==> config.mk <==
export PLATFORM = sky130hd
export DESIGN_NAME = sigma_cpu
export DESIGN_NICKNAME = d
export VERILOG_FILES = /design/src/rtl/sigma_pkg.sv /design/src/rtl/sigma_regfile.sv /design/src/rtl/sigma_cpu.sv
export SDC_FILE = /design/constraint.sdc
export NUM_CORES = 1
export LEC_CHECK = 0
export BUFFER_PORTS_ARGS = -buffer_cell sky130_fd_sc_hd__buf_2
export CAP_MARGIN = 20
export CORE_AREA = 2 2 243 269
export DETAILED_ROUTE_END_ITERATION = 7
export DIE_AREA = 0 0 245 271
export GPL_TIMING_DRIVEN = 0
export PLACE_DENSITY = 0.77
export SLEW_MARGIN = 40
export SYNTH_ARGS = -nofsm -noshare
export SYNTH_HDL_FRONTEND = slang
export SYNTH_HIERARCHICAL = 1
export SYNTH_SLANG_ARGS = --single-unit
==> constraint.sdc <==
create_clock -name clock -period 6.05 [get_ports clock]
set_input_delay 0.605 -clock clock [delete_from_list [all_inputs] [get_ports clock]]
set_output_delay 0.605 -clock clock [all_outputs]
set_load 0.03 [all_outputs]
==> src/rtl/sigma_pkg.sv <==
// Shared definitions for the Sigma-style CPU: field positions, opcodes,
// FSM state encoding and small decode helpers.
// Fields are numbered big-endian (bit 0 = MSB); the *_LSB constants give
// the little-endian index of each field inside a [31:0] word.
package sigma_pkg;

  localparam int unsigned WORD_W = 32;
  localparam int unsigned ADDR_W = 17;
  localparam int unsigned REG_N  = 16;
  localparam int unsigned RIDX_W = 4;
  localparam int unsigned XIDX_W = 3;
  localparam int unsigned OP_W   = 7;
  localparam int unsigned CC_W   = 4;
  localparam int unsigned IMM_W  = 20;

  // Sigma bit n maps to little-endian bit (31 - n)
  localparam int unsigned IND_BIT  = 31;  // bit 0
  localparam int unsigned OP_LSB   = 24;  // bits 1-7
  localparam int unsigned R_LSB    = 20;  // bits 8-11
  localparam int unsigned X_LSB    = 17;  // bits 12-14
  localparam int unsigned ADDR_LSB = 0;   // bits 15-31
  localparam int unsigned IMM_LSB  = 0;   // bits 12-31

  localparam logic [OP_W-1:0] OP_AI   = 7'h20;
  localparam logic [OP_W-1:0] OP_LI   = 7'h22;
  localparam logic [OP_W-1:0] OP_WAIT = 7'h2E;
  localparam logic [OP_W-1:0] OP_AW   = 7'h30;
  localparam logic [OP_W-1:0] OP_LW   = 7'h32;
  localparam logic [OP_W-1:0] OP_BCR  = 7'h68;
  localparam logic [OP_W-1:0] OP_BCS  = 7'h69;

  typedef enum logic [1:0] {
    ST_FETCH = 2'd0,
    ST_EXEC  = 2'd1,
    ST_HALT  = 2'd2
  } cpu_state_e;

  // Sign-extend the 20-bit immediate held in bits 12-31
  function automatic logic [WORD_W-1:0] sext_imm(input logic [WORD_W-1:0] ir);
    return {{(WORD_W - IMM_W){ir[IMM_LSB + IMM_W - 1]}}, ir[IMM_LSB +: IMM_W]};
  endfunction

  // {CC3, CC4}: positive / negative indication of a result
  function automatic logic [1:0] cc_sign(input logic [WORD_W-1:0] v);
    return {(v != '0) && !v[WORD_W-1], v[WORD_W-1]};
  endfunction

endpackage

==> src/rtl/sigma_regfile.sv <==
// 16 x 32-bit general register file.
// Ports: clock, reset (sync, active-high, clears all registers),
//   raddr_r/rdata_r and raddr_x/rdata_x: combinational read ports,
//   we/waddr/wdata: synchronous write port.
module sigma_regfile
  import sigma_pkg::*;
(
  input  logic              clock,
  input  logic              reset,
  input  logic [RIDX_W-1:0] raddr_r,
  output logic [WORD_W-1:0] rdata_r,
  input  logic [RIDX_W-1:0] raddr_x,
  output logic [WORD_W-1:0] rdata_x,
  input  logic              we,
  input  logic [RIDX_W-1:0] waddr,
  input  logic [WORD_W-1:0] wdata
);

  logic [WORD_W-1:0] regs_q [REG_N];
  logic [WORD_W-1:0] regs_d [REG_N];

  assign rdata_r = regs_q[raddr_r];
  assign rdata_x = regs_q[raddr_x];

  // Next register contents
  always_comb begin
    regs_d = regs_q;
    if (we) begin
      regs_d[waddr] = wdata;
    end
  end

  // Register storage; reset wins over a pending write
  always_ff @(posedge clock) begin
    if (reset) begin
      regs_q <= '{default: '0};
    end else begin
      regs_q <= regs_d;
    end
  end

endmodule

==> src/rtl/sigma_cpu.sv <==
// Minimal Sigma-style CPU: two-cycle FETCH/EXEC machine with LI, AI, LW,
// AW, BCR, BCS and WAIT; all other opcodes are no-ops.
// Ports: clock, reset (sync, active-high),
//   memory_data_in [0:31]: memory word, combinational response to address,
//   memory_address [0:16]: word address (read-only memory port).
module sigma_cpu
  import sigma_pkg::*;
#(
  parameter logic [ADDR_W-1:0] RESET_PC = 17'h00000
) (
  input  logic        reset,
  input  logic        clock,
  input  logic [0:31] memory_data_in,
  output logic [0:16] memory_address
);

  cpu_state_e state_q, state_d;
  logic [ADDR_W-1:0] pc_q, pc_d;
  logic [WORD_W-1:0] ir_q, ir_d;
  logic [CC_W-1:0]   cc_q, cc_d;

  logic [WORD_W-1:0] mem_word;
  logic [OP_W-1:0]   opcode;
  logic [RIDX_W-1:0] r_idx;
  logic [XIDX_W-1:0] x_idx;
  logic [ADDR_W-1:0] ref_addr;
  logic [ADDR_W-1:0] ea;
  logic [WORD_W-1:0] imm;
  logic [WORD_W-1:0] rd_r, rd_x;
  logic [WORD_W-1:0] add_operand;
  logic [WORD_W:0]   sum;
  logic              ovf;
  logic              rf_we;
  logic [WORD_W-1:0] rf_wdata;
  logic [ADDR_W-1:0] mem_addr_c;
  logic              unused_bits;

  // Big-endian [0:31] maps position-for-position onto [31:0]
  assign mem_word = memory_data_in;

  assign opcode   = ir_q[OP_LSB +: OP_W];
  assign r_idx    = ir_q[R_LSB +: RIDX_W];
  assign x_idx    = ir_q[X_LSB +: XIDX_W];
  assign ref_addr = ir_q[ADDR_LSB +: ADDR_W];
  assign imm      = sext_imm(ir_q);

  // Indirect flag and upper index bits take no part in execution
  assign unused_bits = ^{ir_q[IND_BIT], rd_x[WORD_W-1:ADDR_W]};

  sigma_regfile u_rf (
    .clock   (clock),
    .reset   (reset),
    .raddr_r (r_idx),
    .rdata_r (rd_r),
    .raddr_x (RIDX_W'(x_idx)),
    .rdata_x (rd_x),
    .we      (rf_we),
    .waddr   (r_idx),
    .wdata   (rf_wdata)
  );

  // Effective address: X=0 means no indexing; wraps mod 2^17
  assign ea = ref_addr + ((x_idx != '0) ? rd_x[ADDR_W-1:0] : '0);

  // Shared adder for AI/AW, with carry out of bit 0 and signed overflow
  always_comb begin
    add_operand = (opcode == OP_AW) ? mem_word : imm;
    sum = {1'b0, rd_r} + {1'b0, add_operand};
    ovf = (rd_r[WORD_W-1] == add_operand[WORD_W-1]) &&
          (sum[WORD_W-1] != rd_r[WORD_W-1]);
  end

  // FSM state register
  always_ff @(posedge clock) begin
    if (reset) begin
      state_q <= ST_FETCH;
    end else begin
      state_q <= state_d;
    end
  end

  // FSM next state
  always_comb begin
    state_d = state_q;
    case (state_q)
      ST_FETCH: state_d = ST_EXEC;
      ST_EXEC:  state_d = (opcode == OP_WAIT) ? ST_HALT : ST_FETCH;
      ST_HALT:  state_d = ST_HALT;
      default:  state_d = ST_FETCH;
    endcase
  end

  // FSM output: memory address (reset overrides any in-flight EA)
  always_comb begin
    mem_addr_c = pc_q;
    if (reset) begin
      mem_addr_c = RESET_PC;
    end else if (state_q == ST_EXEC) begin
      mem_addr_c = ea;
    end
  end

  assign memory_address = mem_addr_c;

  // Datapath: fetch latch and instruction execution
  always_comb begin
    pc_d     = pc_q;
    ir_d     = ir_q;
    cc_d     = cc_q;
    rf_we    = 1'b0;
    rf_wdata = '0;
    if (state_q == ST_FETCH) begin
      ir_d = mem_word;
      pc_d = pc_q + ADDR_W'(1);
    end else if (state_q == ST_EXEC) begin
      case (opcode)
        OP_LI: begin
          rf_we    = 1'b1;
          rf_wdata = imm;
          cc_d     = {cc_q[3:2], cc_sign(imm)};
        end
        OP_LW: begin
          rf_we    = 1'b1;
          rf_wdata = mem_word;
          cc_d     = {cc_q[3:2], cc_sign(mem_word)};
        end
        OP_AI, OP_AW: begin
          rf_we    = 1'b1;
          rf_wdata = sum[WORD_W-1:0];
          cc_d     = {sum[WORD_W], ovf, cc_sign(sum[WORD_W-1:0])};
        end
        OP_BCR: begin
          if ((cc_q & r_idx) == '0) pc_d = ea;
        end
        OP_BCS: begin
          if ((cc_q & r_idx) != '0) pc_d = ea;
        end
        default: begin
        end
      endcase
    end
  end

  // Architectural state registers
  always_ff @(posedge clock) begin
    if (reset) begin
      pc_q <= RESET_PC;
      ir_q <= '0;
      cc_q <= '0;
    end else begin
      pc_q <= pc_d;
      ir_q <= ir_d;
      cc_q <= cc_d;
    end
  end

`ifndef SYNTHESIS
  // Instruction trace on every fetch
  always_ff @(posedge clock) begin
    if (!reset && state_q == ST_FETCH) begin
      $write("sigma fetch pc=%05h ir=%08h\n", pc_q, mem_word);
    end
  end
`endif

endmodule

* Yosys cells after proc, flatten, opt, wreduce, memory -nomap -nowiden
Cells that the tools add are included.
** Storage, ports and cells
- Bits in registers :: 566
- Latch bits :: 0
- Memory bits (writable) :: 0
- Bits in read-only memories :: 0
- Output and inout bits :: 17
- Word-level logic and storage cells :: 96
- Memories kept :: 0
** Cells by class
- $add $sub $neg :: 3
- Multipliers :: 0
- Div/mod/pow operators :: 0
- $lt $le $gt $ge :: 3
- Eq/ne operators :: 13
- Shift operators :: 0
- Multiplexer cells :: 27
- Bitwise operators :: 6
- Reduce and logical (&&, ||, !) cells :: 23
** Operators by type and width (count)
- bitwise mux 512 bit :: 1
- binary-select mux 32 bit (select 4 bit) :: 2
- 2-to-1 mux 32 bit :: 6
- 2-to-1 mux 17 bit :: 9
- demux 32 bit (select 4 bit) :: 1
- one-hot mux 32 bit (3 select lines) :: 1
- nonzero test 32 bit :: 3
- equality test 7 x 6 -> 1 bit, second input constant :: 5
- one-hot mux 17 bit (2 select lines) :: 1
- adder 32 x 32 -> 33 bit :: 1
- adder 17 x 1 -> 17 bit, second input constant :: 1
- adder 17 bit :: 1
- equality test 7 bit, second input constant :: 2
- one-hot mux 4 bit (3 select lines) :: 1
- greater-or-equal comparator 5 bit, second input constant :: 2
- nonzero test 3 bit :: 3
- != test 3 bit, second input constant :: 2
- one-hot mux 2 bit (3 select lines) :: 1
- logical AND 1 bit :: 5
- less-than comparator 5 x 1 -> 1 bit, second input constant :: 1
- NOT 3 -> 5 bit :: 1
- NOT 4 -> 5 bit :: 1
- AND reduction 5 bit :: 1
- bitwise AND 4 bit :: 1
- other kinds (16) :: 22

* Longest topological paths before layout
- Depth after elaboration :: 10
- Depth in mapped cells :: 22
- Mapped depth without buffers :: 18

* By module
The synthesis kept the hierarchy.
** By module, submodules not included
- sigma_regfile :: instances 1, cells an instance 2951, area an instance 26962.1 um^2
- sigma_cpu :: instances 1, cells an instance 927, area an instance 6493.7 um^2

* Worst setup path after synthesis
Ideal clock, no wire load.
- Path kind :: register to register
- Start :: register ir_q[26]
- End :: register u_rf/regs_q[223] (netlist bit)
- Setup time :: 70 ps
- Data arrival time :: 5366 ps
- Required time :: 5980 ps
- Slack :: 614 ps
- Stages on the path, launching flop included :: 23
- Buffers on the path :: 5
- Cells stage by stage :: dfxtp_1 > or4b_4 > or3_1 > clkbuf_1 > nor2_1 > clkbuf_1 > mux2_2 > ha_1 > buf_6 > a21o_1 > a21o_1 > a2111o_1 > a211o_1 > and4_4 > nor4_2 > o31a_2 > xnor2_1 > a22oi_1 > a21oi_1 > clkbuf_1 > clkbuf_1 > nand3_1 > a21oi_1
** Between the ends
- Longest elaborated chain between the ends :: 7
** Ends and longest elaborated chain
- from (decl) :: line sigma_cpu.sv:19 : logic [WORD_W-1:0] ir_q, ir_d;
- from (signal assigned) :: line sigma_cpu.sv:152 : ir_q <= ir_d;
- equality test 7 x 6 -> 1 bit :: line sigma_cpu.sv:67, sigma_cpu.sv:116
- 2-to-1 mux 32 bit :: line sigma_cpu.sv:67 : add_operand = (opcode == OP_AW) ? mem_word : imm;
- adder 32 x 32 -> 33 bit :: line sigma_cpu.sv:68 : sum = {1'b0, rd_r} + {1'b0, add_operand};
- one-hot mux 32 bit (3 select lines) (*) :: line sigma_cpu.sv:116 : case (opcode)
- 2-to-1 mux 32 bit (*) :: line sigma_cpu.sv:115 : end else if (state_q == ST_EXEC) begin
- 2-to-1 mux 32 bit (*) :: line sigma_cpu.sv:112 : if (state_q == ST_FETCH) begin
- via rf_wdata[31] :: line sigma_cpu.sv:34 : logic [WORD_W-1:0] rf_wdata;
- bitwise mux 512 bit (*) :: line sigma_regfile.sv:29 : regs_d[waddr] = wdata;
- to (signal assigned) :: line sigma_regfile.sv:38 : regs_q <= regs_d;
- to (decl) :: line sigma_regfile.sv:19 : logic [WORD_W-1:0] regs_q [REG_N];
Mark *: on every way through the listed nets, which the timed path passes. The rest lies on a longest branch.
A chain may end at the register's enable or synchronous reset.

* Worst setup path after layout
- Start :: register ir_q[21]
- End :: register u_rf/regs_q[255] (netlist bit)
** Between the ends
- Longest elaborated chain between the ends :: 9
** Ends and longest elaborated chain
- NOT 4 -> 5 bit (not written as such) :: line sigma_regfile.sv:22 : assign rdata_r = regs_q[raddr_r];
- binary-select mux 32 bit (select 4 bit) :: line sigma_regfile.sv:22
- 2-to-1 mux 32 bit (not written as such) (2 in a row) :: line sigma_regfile.sv:22
- via rd_r[12] :: line sigma_cpu.sv:29 : logic [WORD_W-1:0] rd_r, rd_x;
- adder 32 x 32 -> 33 bit :: line sigma_cpu.sv:68
- one-hot mux 32 bit (3 select lines) :: line sigma_cpu.sv:116
- 2-to-1 mux 32 bit :: line sigma_cpu.sv:115
- 2-to-1 mux 32 bit :: line sigma_cpu.sv:112
- via rf_wdata[31] :: line sigma_cpu.sv:34
- bitwise mux 512 bit :: line sigma_regfile.sv:29
The timed path passes the listed nets, and every way through them passes these cells. The select of a mux whose other input is x is not followed.

==> flow_summary.json <==
{
  "r2r_cells": 21,
  "max_slew.worst_pin.slew_ns": 0.950,
  "reg2reg_to": "u_rf/regs_q[255]",
  "global_route.usage.met2_pct": 58.3,
  "overflow": 0,
  "min_path_type": "in -> reg",
  "worst_r2r_startpoint": "ir_q[21]",
  "netSwitchingFraction_pct": 26.6,
  "skew_ns": 0.0417,
  "route.detailed.drc": 0,
  "net_switching_power_of_the_design_uw": 2370,
  "placement.setup.worst_slack_ns": -1.14,
  "critPathRequiredTime_ns": 6.65,
  "worstPathArrival_ns": 6.56,
  "syn-mean-instance-area_um2": 8.44,
  "pwr-share-comb_pct": 10.0,
  "globalRouteMet3Util_pct": 7.49,
  "ant_nets": 0,
  "fin_util_pct": 56.1,
  "clkLatencyLatePin_ns": 0.68,
  "final-instance-count-excl-fill": 4775,
  "pin_count": 51,
  "finalCritPeriodShare_pct": 98.5,
  "drt-pass1-iter-count": 6,
  "hold_path_depth": 3,
  "achievable-frequency_ghz": 0.168,
  "cts_tree": "yes",
  "die_h_um": 271,
  "reg2reg_setup_slack_ns": 0.09,
  "dp.final_hpwl_um": 93600,
  "grt_antenna_before_repair": 0,
  "setup_viol": 0,
  "fill_cells": 5730,
  "dieArea_um2": 66400,
  "timing.final.crit_period_ns": 5.96,
  "critical_path.max_fanout": 16,
  "grt_max_degree": 18,
  "timing_max_transition_violations_final": 0,
  "drv.max_cap_violation_count": 0,
  "grt_first_pass_wirelength_um": 183000,
  "clkTransAtPathRegs_ns": 0.07,
  "postSynthCellCount": 3764,
  "critical_path.slowest_cell": "sky130_fd_sc_hd__dfxtp_4",
  "placed_cells": 4658,
  "root_buffer_cell": "sky130_fd_sc_hd__clkbuf_16",
  "vias_per_cell": 6.80,
  "ys.warnings.count": 6,
  "cellLeakagePower_uw": 0.0118,
  "cts.sinks": 566,
  "global_route.peak_usage_layer": "met2",
  "power_per_cell_area_nw_per_um2": 251,
  "wl_um": 122000,
  "pwr-share-seq_pct": 42.5,
  "rsz0062_at_grt": "no",
  "vdd_ir_drop_max_uv": 274,
  "floorplan.initialDensity_pct": 50.1,
  "timing.hold.worst.start": "memory_data_in[13]",
  "critical_path.max_stage_delay_ns": 0.46,
  "drtIter0Drc": 4568,
  "gr-usage-all-layers_pct": 35.7,
  "cts_made_buffers": 60,
  "post_drt_wl_per_cell_um": 25.6,
  "buffer_ports.inserted": 50,
  "gp_congestion": 1.01,
  "crit_start": "ir_q[21]",
  "cts.htree.levels": 2,
  "timing_hold_violations_final": 0,
  "postLayoutSetupSlackWorst_ns": 0.0919,
  "tns_ns": 0,
  "timing.slew.headroom_pct": 36.1,
  "number_of_global_route_vias_before_repair": 31675,
  "timing.setup.critical_path_class": "reg -> reg",
  "gr-usage-met1_pct": 41.8,
  "nNetsFinal": 3966,
  "area_growth_syn_to_layout_pct": 12.0,
  "number_of_rows_in_the_core_area": 97,
  "syn_area_um2": 31800,
  "power.internal_uw": 6540,
  "critPathLaunchType": "flop",
  "hold_ws_ns": 0.232,
  "crit_chain": "buf_4 -> buf_6 -> buf_4 -> mux4_2 -> a22oi_2 -> nand2_1 -> ha_1 -> buf_6 -> a21o_1 -> a21o_1 -> a2111o_1 -> a211o_1 -> and4_4 -> nor4_2 -> o31a_2 -> xnor2_1 -> a22oi_1 -> a21oi_2 -> clkbuf_2 -> nand3_1 -> a21oi_1",
  "kind_of_capture_point_of_the_worst_setup_path": "flop",
  "die_width_um": 245,
  "drive_gt1_share_pct": 13.7,
  "number_of_vias_after_detailed_routing": 32464,
  "hold_ep": "ir_q[18]",
  "core-area_um2": 63500,
  "run_status": "finished clean",
  "power.share.clock_pct": 47.4,
  "clock_path_buffers": 3
}
[worst max path at each step]
stage | endpoint | slack [ns] | depth (start not counted)
after global placement | u_rf/regs_q[254] | -1.17 | 22
after floorplan | u_rf/regs_q[223] | 0.61 | 22
final | u_rf/regs_q[255] | 0.09 | 21
after detailed placement | u_rf/regs_q[350] | -1.14 | 22
after global routing | u_rf/regs_q[254] | 0.001 | 22
after CTS | u_rf/regs_q[255] | 0.01 | 22
[timing repair]
action / 4_1_cts / 5_1_grt
resized for setup: 38 / 37
pin swaps: 3 / 5
endpoints found under the hold margin: 0 / 0
setup buffers: 3 / 6
hold buffers: 0 / 0
setup endpoints to repair: 279 / 169
[worst max-delay path, delay by kind of cell (launching register included)]
| kind | cells | cell delay, ns |
|---|---|---|
| AOI/OAI and AO/OA | 9 | 2.35 |
| buffers and inverters | 5 | 1.33 |
| and+or+nand+nor | 4 | 0.81 |
| DFF | 1 | 0.46 |
| muxes | 1 | 0.40 |
| adders and majority gates | 1 | 0.34 |
| xor gates and xnor gates | 1 | 0.17 |
[per-stage QoR]
| stage | instance area (um^2) | total power, uW |
|---|---|---|
| 6_report | 35600 | 8920 |
| 5_1_grt | 35600 | 9100 |
| 4_1_cts | 35500 | 8870 |
| 3_5_place_dp | 33100 | 4720 |
| 3_3_place_gp | 33100 | 4710 |
| 2_1_floorplan | 31800 | 4410 |
[registers in the layout, summed over array words and instances, names as in the netlist]
name,cells
ir_q,31
state_q,2
cc_q,4
pc_q,17
u_rf/regs_q,512
[power groups by stage]
| stage | clock network [uW] | logic [uW] | registers (uW) |
|---|---|---|---|
| floorplan | 0 | 552 | 3850 |
| detailed placement | 0 | 847 | 3870 |
| finish | 4230 | 895 | 3790 |
| CTS | 4230 | 854 | 3790 |
| global route | 4380 | 927 | 3790 |
| global placement | 0 | 841 | 3870 |
[layout make-up]
| class | instances | area (um^2) | area share, % |
|---|---|---|---|
| sequential | 566 | 11300 | 31.9 |
| tap | 841 | 1050 | 2.96 |
| antenna | 2 | 5.00 | 0.0141 |
| clock buffer | 88 | 1780 | 4.99 |
| inverter | 20 | 75.1 | 0.211 |
| clock inverter | 25 | 484 | 1.36 |
| buffer | 469 | 2100 | 5.89 |
| multi-input combinational | 2705 | 18400 | 51.8 |
| timing repair buffer | 59 | 320 | 0.900 |
[layout by cell type, fill, tap and decap left out, drive strengths merged, types with 17 or more instances in the layout]
master	n
a211oi	22
a21o	34
a21oi	628
a22oi	104
and3	19
buf	177
clkbuf	439
dfxtp	566
ha	49
inv	21
mux2	19
mux2i	19
mux4	196
nand2	179
nand3	535
nor2	91
nor2b	30
nor3	20
nor4	17
o21ai	551
xnor2	26
[layer usage]
layer | wire [um] | up-vias
li1 | - | 14184
met1 | 42400 | 15400
met2 | 56300 | 2271
met3 | 13800 | 609
met4 | 9870 | 0
met5 | 0 | -
Power figures use the tool's default switching activity.
